**config.mk**
```make
export PLATFORM = sky130hd
export DESIGN_NAME = display_timing_ctrl_flat
export DESIGN_NICKNAME = d
export VERILOG_FILES = /design/src/rtl/display_pkg.sv /design/src/rtl/display_timing_ctrl_if.sv /design/src/rtl/axis_timing.sv /design/src/rtl/display_timing_ctrl.sv /design/src/flat_wrapper.sv
export SDC_FILE = /design/constraint.sdc
export NUM_CORES = 1
export LEC_CHECK = 0
export CAP_MARGIN = 40
export CORE_MARGIN = 2
export CORE_UTILIZATION = 54
export CTS_CLUSTER_SIZE = 12
export DETAILED_ROUTE_END_ITERATION = 16
export PLACE_DENSITY = 0.82
export SLEW_MARGIN = 5
export SYNTH_ARGS = -nofsm -noshare
export SYNTH_HDL_FRONTEND = slang
export SYNTH_SLANG_ARGS = --single-unit
```
**constraint.sdc**
```tcl
create_clock -name clk -period 6.25 [get_ports clk]
set_clock_uncertainty 0.1 [all_clocks]
set_input_delay 0.9375 -clock clk [delete_from_list [all_inputs] [get_ports clk]]
set_output_delay 0.9375 -clock clk [all_outputs]
set_load 0.03 [all_outputs]
```
**src/rtl/display_pkg.sv**
```systemverilog
// Shared types and default 640x480@60 timing for the display timing controller.
package display_pkg;

  typedef enum logic [1:0] {
    IDLE  = 2'd0,
    ARM   = 2'd1,
    RUN   = 2'd2,
    DRAIN = 2'd3
  } state_t;

  localparam int DEF_H_ACTIVE = 640;
  localparam int DEF_H_FP     = 16;
  localparam int DEF_H_SYNC   = 96;
  localparam int DEF_H_BP     = 48;
  localparam int DEF_V_ACTIVE = 480;
  localparam int DEF_V_FP     = 10;
  localparam int DEF_V_SYNC   = 2;
  localparam int DEF_V_BP     = 33;
  localparam int DEF_CNT_W    = 10;

  function automatic int axis_total(input int active, input int fp, input int sync, input int bp);
    return active + fp + sync + bp;
  endfunction

endpackage

```
**src/rtl/display_timing_ctrl_if.sv**
```systemverilog
// Control/strobe and timing-output bundle between the system FSM, the divider and the display stage.
interface display_timing_ctrl_if #(
  parameter int CNT_W = display_pkg::DEF_CNT_W
);
  import display_pkg::*;

  // start/stop/pixel_tick are one-clk strobes with no ready: each high cycle is
  // one request, taken or ignored in that same cycle depending on state.
  logic             start;
  logic             stop;
  logic             pixel_tick;
  logic             div_enable;
  logic             hsync;
  logic             vsync;
  logic             active_video;
  logic [CNT_W-1:0] x_pos;
  logic [CNT_W-1:0] y_pos;
  logic             frame_start;
  logic             busy;
  state_t           state;

  modport master (
    output start, stop, pixel_tick,
    input  div_enable, hsync, vsync, active_video, x_pos, y_pos, frame_start, busy, state
  );

  modport slave (
    input  start, stop, pixel_tick,
    output div_enable, hsync, vsync, active_video, x_pos, y_pos, frame_start, busy, state
  );

endinterface

```
**src/rtl/axis_timing.sv**
```systemverilog
// One scan axis: wrapping position counter plus sync/active decode for that axis.
module axis_timing #(
  parameter int ACTIVE = 640,
  parameter int FP     = 16,
  parameter int SYNC   = 96,
  parameter int BP     = 48,
  parameter int W      = 10
) (
  input  logic         clk,
  input  logic         n_rst,
  input  logic         advance,
  input  logic         clear,
  output logic [W-1:0] count,
  output logic         wrap,
  output logic         sync_n,
  output logic         active
);

  localparam int TOTAL = ACTIVE + FP + SYNC + BP;
  localparam logic [W-1:0] LAST    = W'(TOTAL - 1);
  localparam logic [W-1:0] ACT_END = W'(ACTIVE);
  localparam logic [W-1:0] SYNC_LO = W'(ACTIVE + FP);
  localparam logic [W-1:0] SYNC_HI = W'(ACTIVE + FP + SYNC);

  assign wrap   = advance && (count == LAST);
  assign sync_n = !((count >= SYNC_LO) && (count < SYNC_HI));
  assign active = (count < ACT_END);

  always_ff @(posedge clk or negedge n_rst) begin
    if (!n_rst) begin
      count <= '0;
    end else if (clear) begin
      count <= '0;
    end else if (advance) begin
      count <= wrap ? '0 : count + W'(1);
    end
  end

endmodule

```
**src/rtl/display_timing_ctrl.sv**
```systemverilog
// Scan sequencer: gates the pixel divider, steps h/v counters on pixel strobes, decodes sync/blank.
module display_timing_ctrl
  import display_pkg::*;
#(
  parameter int H_ACTIVE = DEF_H_ACTIVE,
  parameter int H_FP     = DEF_H_FP,
  parameter int H_SYNC   = DEF_H_SYNC,
  parameter int H_BP     = DEF_H_BP,
  parameter int V_ACTIVE = DEF_V_ACTIVE,
  parameter int V_FP     = DEF_V_FP,
  parameter int V_SYNC   = DEF_V_SYNC,
  parameter int V_BP     = DEF_V_BP,
  parameter int CNT_W    = DEF_CNT_W
) (
  input  logic           clk,
  input  logic           n_rst,
  display_timing_ctrl_if.slave bus
);

  state_t           state;
  logic             div_enable_q;
  logic             frame_start_q;
  logic             busy_q;
  logic             scanning;
  logic             clear;
  logic             h_adv;
  logic             h_wrap;
  logic             v_wrap;
  logic             h_sync_n;
  logic             v_sync_n;
  logic             h_active;
  logic             v_active;
  logic [CNT_W-1:0] h_count;
  logic [CNT_W-1:0] v_count;

  assign scanning = (state == RUN) || (state == DRAIN);
  assign clear    = !scanning;
  assign h_adv    = scanning && bus.pixel_tick;

  axis_timing #(
    .ACTIVE(H_ACTIVE), .FP(H_FP), .SYNC(H_SYNC), .BP(H_BP), .W(CNT_W)
  ) u_h_axis (
    .clk(clk), .n_rst(n_rst), .advance(h_adv), .clear(clear),
    .count(h_count), .wrap(h_wrap), .sync_n(h_sync_n), .active(h_active)
  );

  // Vertical axis steps once per completed line, so its wrap marks the frame wrap.
  axis_timing #(
    .ACTIVE(V_ACTIVE), .FP(V_FP), .SYNC(V_SYNC), .BP(V_BP), .W(CNT_W)
  ) u_v_axis (
    .clk(clk), .n_rst(n_rst), .advance(h_wrap), .clear(clear),
    .count(v_count), .wrap(v_wrap), .sync_n(v_sync_n), .active(v_active)
  );

  always_ff @(posedge clk or negedge n_rst) begin
    if (!n_rst) begin
      state         <= IDLE;
      div_enable_q  <= 1'b0;
      frame_start_q <= 1'b0;
      busy_q        <= 1'b0;
    end else begin
      frame_start_q <= 1'b0;
      case (state)
        IDLE: begin
          if (bus.start && !bus.stop) begin
            state        <= ARM;
            div_enable_q <= 1'b1;
            busy_q       <= 1'b1;
          end
        end
        ARM: begin
          if (bus.stop) begin
            state        <= IDLE;
            div_enable_q <= 1'b0;
            busy_q       <= 1'b0;
          end else if (bus.pixel_tick) begin
            state         <= RUN;
            frame_start_q <= 1'b1;
          end
        end
        RUN: begin
          if (v_wrap) frame_start_q <= 1'b1;
          if (bus.stop) state <= DRAIN;
        end
        DRAIN: begin
          // The stop is already latched; the frame finishes before the divider is released.
          if (v_wrap) begin
            state        <= IDLE;
            div_enable_q <= 1'b0;
            busy_q       <= 1'b0;
          end
        end
        default: begin
          state        <= IDLE;
          div_enable_q <= 1'b0;
          busy_q       <= 1'b0;
        end
      endcase
    end
  end

  assign bus.div_enable   = div_enable_q;
  assign bus.frame_start  = frame_start_q;
  assign bus.busy         = busy_q;
  assign bus.state        = state;
  assign bus.x_pos        = h_count;
  assign bus.y_pos        = v_count;
  assign bus.active_video = scanning && h_active && v_active;
  assign bus.hsync        = scanning ? h_sync_n : 1'b1;
  assign bus.vsync        = scanning ? v_sync_n : 1'b1;

endmodule

```
**src/flat_wrapper.sv**
```systemverilog
// flat-port wrapper written by rule: the top's interface ports become plain ports
module display_timing_ctrl_flat import display_pkg::*;
#(
  parameter int H_ACTIVE = DEF_H_ACTIVE,
  parameter int H_FP     = DEF_H_FP,
  parameter int H_SYNC   = DEF_H_SYNC,
  parameter int H_BP     = DEF_H_BP,
  parameter int V_ACTIVE = DEF_V_ACTIVE,
  parameter int V_FP     = DEF_V_FP,
  parameter int V_SYNC   = DEF_V_SYNC,
  parameter int V_BP     = DEF_V_BP,
  parameter int CNT_W    = DEF_CNT_W
)
  (clk, n_rst, bus_start, bus_stop, bus_pixel_tick, bus_div_enable, bus_hsync, bus_vsync, bus_active_video, bus_x_pos, bus_y_pos, bus_frame_start, bus_busy, bus_state);
  display_timing_ctrl_if #(.CNT_W(CNT_W)) bus_i ();
  input  logic clk;
  input  logic n_rst;
  input wire logic [$bits(bus_i.start)-1:0] bus_start;
  input wire logic [$bits(bus_i.stop)-1:0] bus_stop;
  input wire logic [$bits(bus_i.pixel_tick)-1:0] bus_pixel_tick;
  output wire logic [$bits(bus_i.div_enable)-1:0] bus_div_enable;
  output wire logic [$bits(bus_i.hsync)-1:0] bus_hsync;
  output wire logic [$bits(bus_i.vsync)-1:0] bus_vsync;
  output wire logic [$bits(bus_i.active_video)-1:0] bus_active_video;
  output wire logic [$bits(bus_i.x_pos)-1:0] bus_x_pos;
  output wire logic [$bits(bus_i.y_pos)-1:0] bus_y_pos;
  output wire logic [$bits(bus_i.frame_start)-1:0] bus_frame_start;
  output wire logic [$bits(bus_i.busy)-1:0] bus_busy;
  output wire logic [$bits(bus_i.state)-1:0] bus_state;
  assign bus_i.start = bus_start;
  assign bus_i.stop = bus_stop;
  assign bus_i.pixel_tick = bus_pixel_tick;
  assign bus_div_enable = bus_i.div_enable;
  assign bus_hsync = bus_i.hsync;
  assign bus_vsync = bus_i.vsync;
  assign bus_active_video = bus_i.active_video;
  assign bus_x_pos = bus_i.x_pos;
  assign bus_y_pos = bus_i.y_pos;
  assign bus_frame_start = bus_i.frame_start;
  assign bus_busy = bus_i.busy;
  assign bus_state = bus_i.state;
  display_timing_ctrl #(.H_ACTIVE(H_ACTIVE), .H_FP(H_FP), .H_SYNC(H_SYNC), .H_BP(H_BP), .V_ACTIVE(V_ACTIVE), .V_FP(V_FP), .V_SYNC(V_SYNC), .V_BP(V_BP), .CNT_W(CNT_W)) u_core (.clk(clk), .n_rst(n_rst), .bus(bus_i));
endmodule
```
==> flow_summary.ini <==
[run_status]
status = completed

[worst_setup_path]
cp-endpoint = bus_vsync
cp-start-kind = register
crit_type = reg -> out
r2r_setup_slack_ps = 3760
cp.required_ps = 5210
rr_startpoint = u_core.u_h_axis.count[5]$_DFFE_PN0P_
endpoint_kind = primary output
reg2reg_depth = 5
path_max_fanout = 8
startpoint = u_core.bus.state[0]$_DFFE_PN0P_
worstPathArrival_ps = 2500

[routing]
routedWlPerCell_um = 14.5
initialDrtViolationCount = 32
drt_wl_total_mm = 3.24
post-route-drc-count = 0
final_antenna_net_count = 0
detail_route.first_pass.iterations = 4
viasPerCell = 5.69
vias = 1269

[synth]
synth_cell_type_count = 40
synth_warnings = 0
synth-seq-area-share = 0.406
synth_edf_count = 0
synth.net_count = 172
yosys_most_used_dff = dfrtp_1
synthCells = 157
syn_avg_cell_area_sq_um = 9.43
synth_area_sq_um = 1480
async_reset_ff_frac = 1.00
synth_commonest_cells = dfrtp_1, nor2_1, nand2_1
yosysMostFrequentCell = dfrtp_1
synth_largest_area_cell = dfrtp_1
ys_ff_latch = 24
synth_top_cell_area_share = 0.406
synth_area_leaders = dfrtp_1, ha_1, xor2_1

[place]
dp_hpwl_mm = 2.48
portBuffers = 32
place_area_sq_um = 1860
routabilityCongestion = 0.814
dp_cells = 219

[timing]
slew_violations = 0
fmax_ghz = 0.283
maxSlewHeadroom = 0.610
finalSetupViolCount = 0
period_needed_ps = 3530
final-hold-violation-count = 0
setup_tns_ps = 0
rsz0062_at_grt = false
fin_crit_sh = 0.565
worst_pin_slew_ps = 579

[global_routing]
grt_overflow = 0
grt_pass1_wl_mm = 5.55
grt_pass1_vias = 1292
grt_max_degree = 17
grt_use_total = 0.219
antenna_found_initial = 0

[floorplan]
pin_count = 33
row_count = 18
start_util = 0.582
die_h_um = 56.4
core_sq_um = 2540
die_w_um = 56.4
dieArea_sq_um = 3180

[power_and_ir_drop]
power.leakage_uw = 0.000802
seq_power_share = 0.356
combPwrFrac = 0.421
ir_worst_vdd_uv = 279
p_sw_uw = 191
power_density_nw_per_um2 = 264
clockPowerShare = 0.223
swShare = 0.378
p_int_uw = 314

[clocking]
clockBufferDepth = 2
postCtsResizedCells = 0
cts_inserted_buffers = 3
clkTransAtPathRegs_ps = 130
cts_setup_buffers = 0
cts_sinks = 24
htreeDepth = 1
cts_hold_buf = 0
cts_root_buf = clkbuf_4
cts_tree = done
clk_latency_ps = 310

[layout]
antennaDiodeCount = 0
areaGrowthSynthToFinish_pct = 29.3
finalNonFillerCells = 223
final_util = 0.752
layout-drive-gt1-share = 0.0725
finalInstanceArea_sq_um = 1910
nNetsFinal = 209

[worst_hold_path]
hold_class = reg -> reg

[run]
cap_violations = 0
cell usage in the layout (no fill, tap or decap), types with 3 or more instances in the layout:
| master | n |
|---|---|
| o21ai_0 | 6 |
| nor2_1 | 18 |
| nand3_1 | 7 |
| xnor2_1 | 4 |
| dfrtp_1 | 24 |
| xor2_1 | 10 |
| nand2_1 | 15 |
| clkdlybuf4s50_1 | 32 |
| ha_1 | 10 |
| a21oi_1 | 4 |
| and3_1 | 7 |
| nor2b_1 | 3 |
| inv_1 | 8 |
| clkbuf_4 | 3 |
| nand4_1 | 6 |
how the worst min path moves through the flow:
stage	slack [ps]	cells after the start	end	from
after floorplan	540	0	async pin	n_rst
after global placement	410	2	u_core.bus.div_enable$_DFFE_PN0P_	u_core.bus.div_enable$_DFFE_PN0P_
after detailed placement	440	2	u_core.bus.div_enable$_DFFE_PN0P_	u_core.bus.div_enable$_DFFE_PN0P_
after CTS	470	2	u_core.bus.div_enable$_DFFE_PN0P_	u_core.bus.div_enable$_DFFE_PN0P_
after global routing	540	2	u_core.u_h_axis.count[9]$_DFFE_PN0P_	u_core.u_h_axis.count[9]$_DFFE_PN0P_
final	470	2	u_core.bus.div_enable$_DFFE_PN0P_	u_core.bus.div_enable$_DFFE_PN0P_
worst max-delay path, stage by stage (launching register included):
cell             delay [ps]
dfrtp_1                 430
inv_1                   170
ha_1                    330
nor2_1                  120
or4_1                   520
clkdlybuf4s50_1         610
sequential cells by signal, summed over array words and instances (netlist names), named ones only:
register,cells
u_core.u_v_axis.count,10
u_core.u_h_axis.count,10
u_core.bus.frame_start,1
u_core.bus.state,1
u_core.bus.div_enable,1
final cells by class:
class	count	area (sq um)
clock buffer	3	22.5
clock inverter	1	30.0
timing repair buffer	34	355
multi-input combinational	123	838
inverter	8	30.0
sequential	24	601
fill	186	631
tap	30	37.5
kinds of logic after synthesis:
logic type | count (synthesis) | synth area share
simple gates | 73 | 0.268
flops | 24 | 0.406
compound gates | 23 | 0.110
xor+xnor | 14 | 0.0828
buf+inv | 10 | 0.0279
fa+ha+maj | 10 | 0.0845
mux | 3 | 0.0211
power by group through the flow:
stage | clock network, uW | registers, uW | logic, uW
after floorplan | 0 | 206 | 118
after global placement | 0 | 181 | 203
after detailed placement | 0 | 183 | 212
after CTS | 115 | 180 | 214
after global routing | 121 | 183 | 233
final | 112 | 180 | 213
stage by stage:
stage                     hold slack, ps  power (uW)  worst slack (ps)
after floorplan                      542         324              3460
after global placement               410         384              2940
after detailed placement             436         395              3070
after CTS                            470         509              2700
after global routing                 537         537              2600
final                                468         505              2720
routing by layer:
layer,vias to the layer above,track usage,part of all wire
li1,624,-,-
met2,36,0.370,0.50
met1,605,0.285,0.44
met5,-,0,0
met4,0,0.0816,0.0086
met3,4,0.0323,0.050
Note: power is estimated with default switching activity, not from simulation.
